===== src/rtl/hazard_scoreboard.sv =====
`default_nettype none
// ============================================================================
// Module      : hazard_scoreboard
// Description : RAW-hazard scoreboard for a pipelined RV32I core. Tracks up
//               to DEPTH in-flight register writers between issue and
//               writeback, stalls the issue slot while a source operand is
//               not yet obtainable, and counts stall cycles (saturating).
//               Optional feature macro: HAZARD_FORWARD_EN -- when defined,
//               per-operand forwarding selects are driven and only loads
//               that have not yet reached the last stage cause a stall.
// Revision    : 1.0 - initial release
// ============================================================================
module hazard_scoreboard #(
  parameter int REG_ADDR_W = 5,
  parameter int DEPTH      = 3,
  parameter int FWD_W      = $clog2(DEPTH + 1)
) (
  input  logic                  clock,
  input  logic                  reset,
  input  logic                  issue_valid,
  input  logic [REG_ADDR_W-1:0] issue_rd,
  input  logic                  issue_regwrite,
  input  logic                  issue_load,
  input  logic [REG_ADDR_W-1:0] issue_rs1,
  input  logic [REG_ADDR_W-1:0] issue_rs2,
  input  logic                  issue_use_rs1,
  input  logic                  issue_use_rs2,
  input  logic                  flush,
  output logic                  stall,
  output logic [FWD_W-1:0]      fwd_sel1,
  output logic [FWD_W-1:0]      fwd_sel2,
  output logic [15:0]           stall_count
);

  localparam logic [15:0] C_COUNT_MAX = 16'hFFFF;

  // In-flight writer pipe; index 0 is the youngest entry
  logic [DEPTH-1:0]      r_valid;
  logic [DEPTH-1:0]      r_load;
  logic [REG_ADDR_W-1:0] r_rd [DEPTH];
  logic [15:0]           r_stall_count;

  // Youngest-match results per source operand
  logic w_hit1;
  logic w_hit2;
  logic w_ld1;
  logic w_ld2;
  int   w_idx1;
  int   w_idx2;

  logic w_haz1;
  logic w_haz2;
  logic w_stall;
  logic w_accept;

  // Find the youngest valid entry writing each used, nonzero source register
  always_comb begin
    w_hit1 = 1'b0;
    w_hit2 = 1'b0;
    w_ld1  = 1'b0;
    w_ld2  = 1'b0;
    w_idx1 = 0;
    w_idx2 = 0;
    // Walk oldest to youngest so the youngest match is the one left standing
    for (int i = DEPTH - 1; i >= 0; i--) begin
      if (issue_use_rs1 && (issue_rs1 != '0) && r_valid[i] && (r_rd[i] == issue_rs1)) begin
        w_hit1 = 1'b1;
        w_ld1  = r_load[i];
        w_idx1 = i;
      end
      if (issue_use_rs2 && (issue_rs2 != '0) && r_valid[i] && (r_rd[i] == issue_rs2)) begin
        w_hit2 = 1'b1;
        w_ld2  = r_load[i];
        w_idx2 = i;
      end
    end
  end

`ifdef HAZARD_FORWARD_EN
  // A load result only exists in the last stage; anything younger must wait
  assign w_haz1   = w_hit1 && w_ld1 && (w_idx1 != DEPTH - 1);
  assign w_haz2   = w_hit2 && w_ld2 && (w_idx2 != DEPTH - 1);
  // Select k forwards from stage k-1; 0 keeps the register-file value
  assign fwd_sel1 = (w_hit1 && !w_haz1) ? FWD_W'(w_idx1 + 1) : '0;
  assign fwd_sel2 = (w_hit2 && !w_haz2) ? FWD_W'(w_idx2 + 1) : '0;
`else
  // Without bypass paths every pending writer blocks its consumers
  assign w_haz1   = w_hit1;
  assign w_haz2   = w_hit2;
  assign fwd_sel1 = '0;
  assign fwd_sel2 = '0;
  logic w_unused_fwd;
  assign w_unused_fwd = ^{w_ld1, w_ld2, w_idx1, w_idx2};
`endif

  // Flush squashes the issue instruction, so it can neither stall nor enter the pipe
  assign w_stall  = issue_valid && !flush && (w_haz1 || w_haz2);
  assign w_accept = issue_valid && issue_regwrite && !w_stall && !flush && (issue_rd != '0);

  assign stall       = w_stall;
  assign stall_count = r_stall_count;

  // Shift the pipe every cycle; stage 0 takes the accepted issue or a bubble
  always_ff @(posedge clock) begin
    if (reset) begin
      r_valid <= '0;
      r_load  <= '0;
      for (int i = 0; i < DEPTH; i++) begin
        r_rd[i] <= '0;
      end
    end else begin
      r_valid[0] <= w_accept;
      r_load[0]  <= w_accept && issue_load;
      r_rd[0]    <= issue_rd;
      for (int i = 1; i < DEPTH; i++) begin
        r_valid[i] <= r_valid[i-1];
        r_load[i]  <= r_load[i-1];
        r_rd[i]    <= r_rd[i-1];
      end
    end
  end

  // Count stalled cycles, holding at the maximum instead of wrapping
  always_ff @(posedge clock) begin
    if (reset) begin
      r_stall_count <= '0;
    end else if (w_stall && (r_stall_count != C_COUNT_MAX)) begin
      r_stall_count <= r_stall_count + 16'd1;
    end
  end

endmodule
`default_nettype wire


===== config.mk =====
export PLATFORM = sky130hd
export DESIGN_NAME = hazard_scoreboard
export DESIGN_NICKNAME = d
export VERILOG_FILES = /design/src/rtl/hazard_scoreboard.sv
export SDC_FILE = /design/constraint.sdc
export NUM_CORES = 1
export LEC_CHECK = 0
export BUFFER_PORTS_ARGS = -buffer_cell sky130_fd_sc_hd__buf_2
export CAP_MARGIN = 10
export CORE_MARGIN = 2
export CORE_UTILIZATION = 45
export DETAILED_ROUTE_END_ITERATION = 12
export PLACE_DENSITY_LB_ADDON = 0.1
export SLEW_MARGIN = 15
export SYNTH_ARGS = -nofsm -noshare
export SYNTH_HDL_FRONTEND = slang
export SYNTH_SLANG_ARGS = --single-unit

===== constraint.sdc =====
create_clock -name clock -period 7 [get_ports clock]
set_clock_uncertainty 0.2 [all_clocks]
set_input_delay 0 -clock clock [delete_from_list [all_inputs] [get_ports clock]]
set_output_delay 0 -clock clock [all_outputs]
set_load 0.01 [all_outputs]

==> impl_results.md <==
- Pwr per Cell Area: around 180 nW/um^2
- Worst setup SP type: register
- Area delta synth->final: 20.23%
- Count of max-cap constraint violations: 0
- CP max FO: 12
- Worst Path Required: 7.01 ns
- Outcome: finished, final reports clean
- Die span in y: roughly 66 um
- Placer congestion estimate: between 0.7 and 0.8
- Detailed-placement wirelength estimate: approximately 2.8 mm
- Part of the total power dissipated in sequential elements: 53.0%
- Overflow after GRT: 0
- Worst min-delay path class: in -> reg
- All-layer global routing usage: a little under a fifth
- I/O pins: between 40 and 50
- Setup repair after global routing missed its margin: no
- Internal Power: around 0.29 mW
- First-pass iteration count of the detailed router: 4
- Routed len/inst: 13.04 um
- Worst-path cell with the longest stage delay: or4_1
- Global-route met2 utilization: 27.13%
- Power consumption: roughly 0.38 mW
- Gate family responsible for the most delay along the worst path: simple AND/OR/NAND/NOR gates
- CTS tree: yes
- Number of antenna violations at the first check in global routing: 0
- Post-synth ARST share: 0%
- Standard cell area after detailed placement: 1961 sq um
- Worst vdd ir: around 140 uV
- Post-route cell area: about 2100 sq um
- Share of power burned in combinational logic: under 10%
- Average cell area after synthesis: between 8 and 9 sq um
- Cells after synthesis: between 150 and 200
- Library cells used by synthesis: 39
- Leading register cell type out of synthesis: dfxtp_1
- H-tree lvl count: 2
- Maximum number of pins on one net before global-route repair: 35
- Endpoint arrival time on the critical path: between 2 and 3 ns
- Static Leak: 0.8688 nW
- Total wirelength of the detailed-routed design: 3.808 mm
- Fraction of power consumed by the clock network: approximately 38%
- Area of the core: ~3700 sq um
- Number of violations reported at the end of detailed-routing iteration 0: between 70 and 80
- Number of pins exceeding their max-slew limit in the final report: 0
- Met1 capacity usage during global routing: between 20% and 30%
- Total number of vias: ~1500
- Final-layout worst hold slack: between 0.01 and 0.015 ns
- Fraction of layout cells with a size suffix above 1: about 20%
- Met3 Usage GRT: under 10%
- DRC violation count after routing: 0
- Die W: roughly 66 um
- Detailed-route vias per instance: just over 5
- Global-route wire length before repair: roughly 6.1 mm
- Insertion delay of the later-clocked pin in the worst-skew pair: 0.28 ns
- Post-synth EDFFs: 0
- Slew at the pin closest to its max-slew limit: 0.5601 ns
- Initial core utilization: between 40 and 50%
- Number of antenna diodes: 0
- Area of the die: about 4400 sq um
- Final critical-path share of the clock period: 36.32%
- Layout Utilization: 56.84%
- Mapped Area: approximately 1800 sq um
- Number of buffers added by the clock tree synthesis step: 5
- Setup slack of the most critical reg-to-reg path: between 4 and 5 ns
- Number of buffer and inverter stages on the critical path: 0
- Number of nets in the finished design: ~270
- Crit path time final: 2.542 ns
- Clock root buffer: clkbuf_8
- Peak-usage layer in the global routing report: met2
- Worst setup path class: reg -> reg
- Critical Path Sink Type: register
- Flip-flop and latch count after synthesis: 34
- Count of synthesis-stage warnings from yosys: 0
- Fin Setup TNS: 0 ns
- Via count of the first global-routing pass: roughly 1300
- Switching Fraction: between 20% and 30%
- Clock-pin transition on the worst setup and hold timing paths: 0.07 ns
- Deepest clock path buffer count: 2
- Post-synthesis sequential area ratio: between 30 and 40%
- Cells traversed along the worst timing path: ha_1 > and4_1 > or2_0 > o32a_1 > or4_1 > a21oi_1
- Rel. slew slack: 61.69%
- Switching pwr: 0.08579 mW
- CP max stage delay: about 0.51 ns
- Count of filler cells inserted in the layout: between 300 and 400
- Count of nets left with antenna violations after detail routing: 0
- Standard-cell rows: 22
- Clock sink total: 34
- Fin. Hold Viols: 0
- Setup violations, final: 0
- Maximum operating frequency: 393.4 MHz
- Buffers on Ports: 38
-- placed cells by master (no fill, tap or decap), types with 6 or more instances in the layout --
master,count
dlygate4sd3_1,6
o21ai_0,7
dfxtp_1,34
or4_1,6
inv_1,7
buf_2,38
or3_1,6
nand2_1,9
xnor2_1,9
nor2b_1,17
xor2_1,25
nor2_1,8
a21oi_1,12
nor4_1,7
clkbuf_8,6
and3_1,6
-- synth_stat cells (2+ instances only) --
library cell,instances,area [sq um]
xor2_1,25,219.0
o31ai_2,2,25.02
or3_1,6,37.54
a31oi_1,2,12.51
buf_4,4,30.03
nand2_1,9,33.78
inv_1,7,26.28
nor4_1,7,43.79
o31ai_1,3,22.52
nand3_1,5,25.02
nor2b_1,17,106.4
dfxtp_1,34,680.7
a211oi_1,2,15.01
or4_1,6,45.04
and3_1,6,37.54
o21ai_0,7,35.03
a21oi_1,12,60.06
and4_1,2,17.52
nor3_1,4,20.02
clkbuf_1,3,11.26
xnor2_1,9,78.83
nor2_1,8,30.03
a2111oi_0,2,17.52
-- state kept, by name (all words and copies together) (netlist names) --
| name | flops |
|---|---|
| r_rd | 15 |
| r_valid | 3 |
| stall_count | 16 |
-- area by class of cell --
cell class | instances | area [sq um] | area share (%)
inverter | 7 | 26.28 | 1.244
timing repair buffer | 44 | 250.2 | 11.85
sequential | 34 | 680.7 | 32.23
tap | 48 | 60.06 | 2.844
multi-input combinational | 151 | 1003 | 47.51
clock inverter | 1 | 5.005 | 0.2370
clock buffer | 7 | 86.33 | 4.088
-- power by group through the flow --
stage               sequential [mW]  clock, mW  combinational (mW)
CTS                           0.201      0.148              0.0349
global route                  0.201      0.158              0.0387
finish                        0.201      0.144              0.0348
detailed placement            0.205          0              0.0323
global placement              0.205          0              0.0318
floorplan                     0.204          0              0.0207
-- timing repair --
item / 4_1_cts / 5_1_grt
resized for setup: 0 / 0
setup buffers: 0 / 0
hold buffers: 6 / 0
endpoints found under the hold margin: 6 / 0
setup endpoints to repair: 0 / 0
-- per-layer routing --
layer  up-vias  wire length (um)
met3         2               117
met2        31              1648
li1        786                 -
met4         0                24
met5         -                 0
met1       656              2017
-- cells by family after synthesis --
group / after synthesis / synth area share, %
DFF: 34 / 38.75
AOI/OAI and AO/OA: 36 / 13.75
buffers and inverters: 16 / 4.772
xor gates and xnor gates: 34 / 16.95
adders and majority gates: 1 / 0.7121
and+or+nand+nor: 76 / 24.86
other: 1 / 0.2135
-- path summary, 6_finish.rpt --
check | startpoint | to | depth (start not counted)
worst min register to register | r_valid[0]$_SDFF_PP0_ | r_valid[1]$_SDFF_PP0_ | 1
worst max register to register | stall_count[0]$_SDFFE_PP0P_ | stall_count[9]$_SDFFE_PP0P_ | 6
worst max-delay path | stall_count[0]$_SDFFE_PP0P_ | stall_count[9]$_SDFFE_PP0P_ | 6
worst min-delay path | reset | stall_count[6]$_SDFFE_PP0P_ | 2
-- per-stage QoR --
step	instances	setup slack [ns]
after floorplan	201	4.731
after detailed placement	278	4.500
after CTS	292	4.468
after global placement	278	4.498
final	292	4.458
after global routing	292	4.343
(Power assumes the default switching activity.)
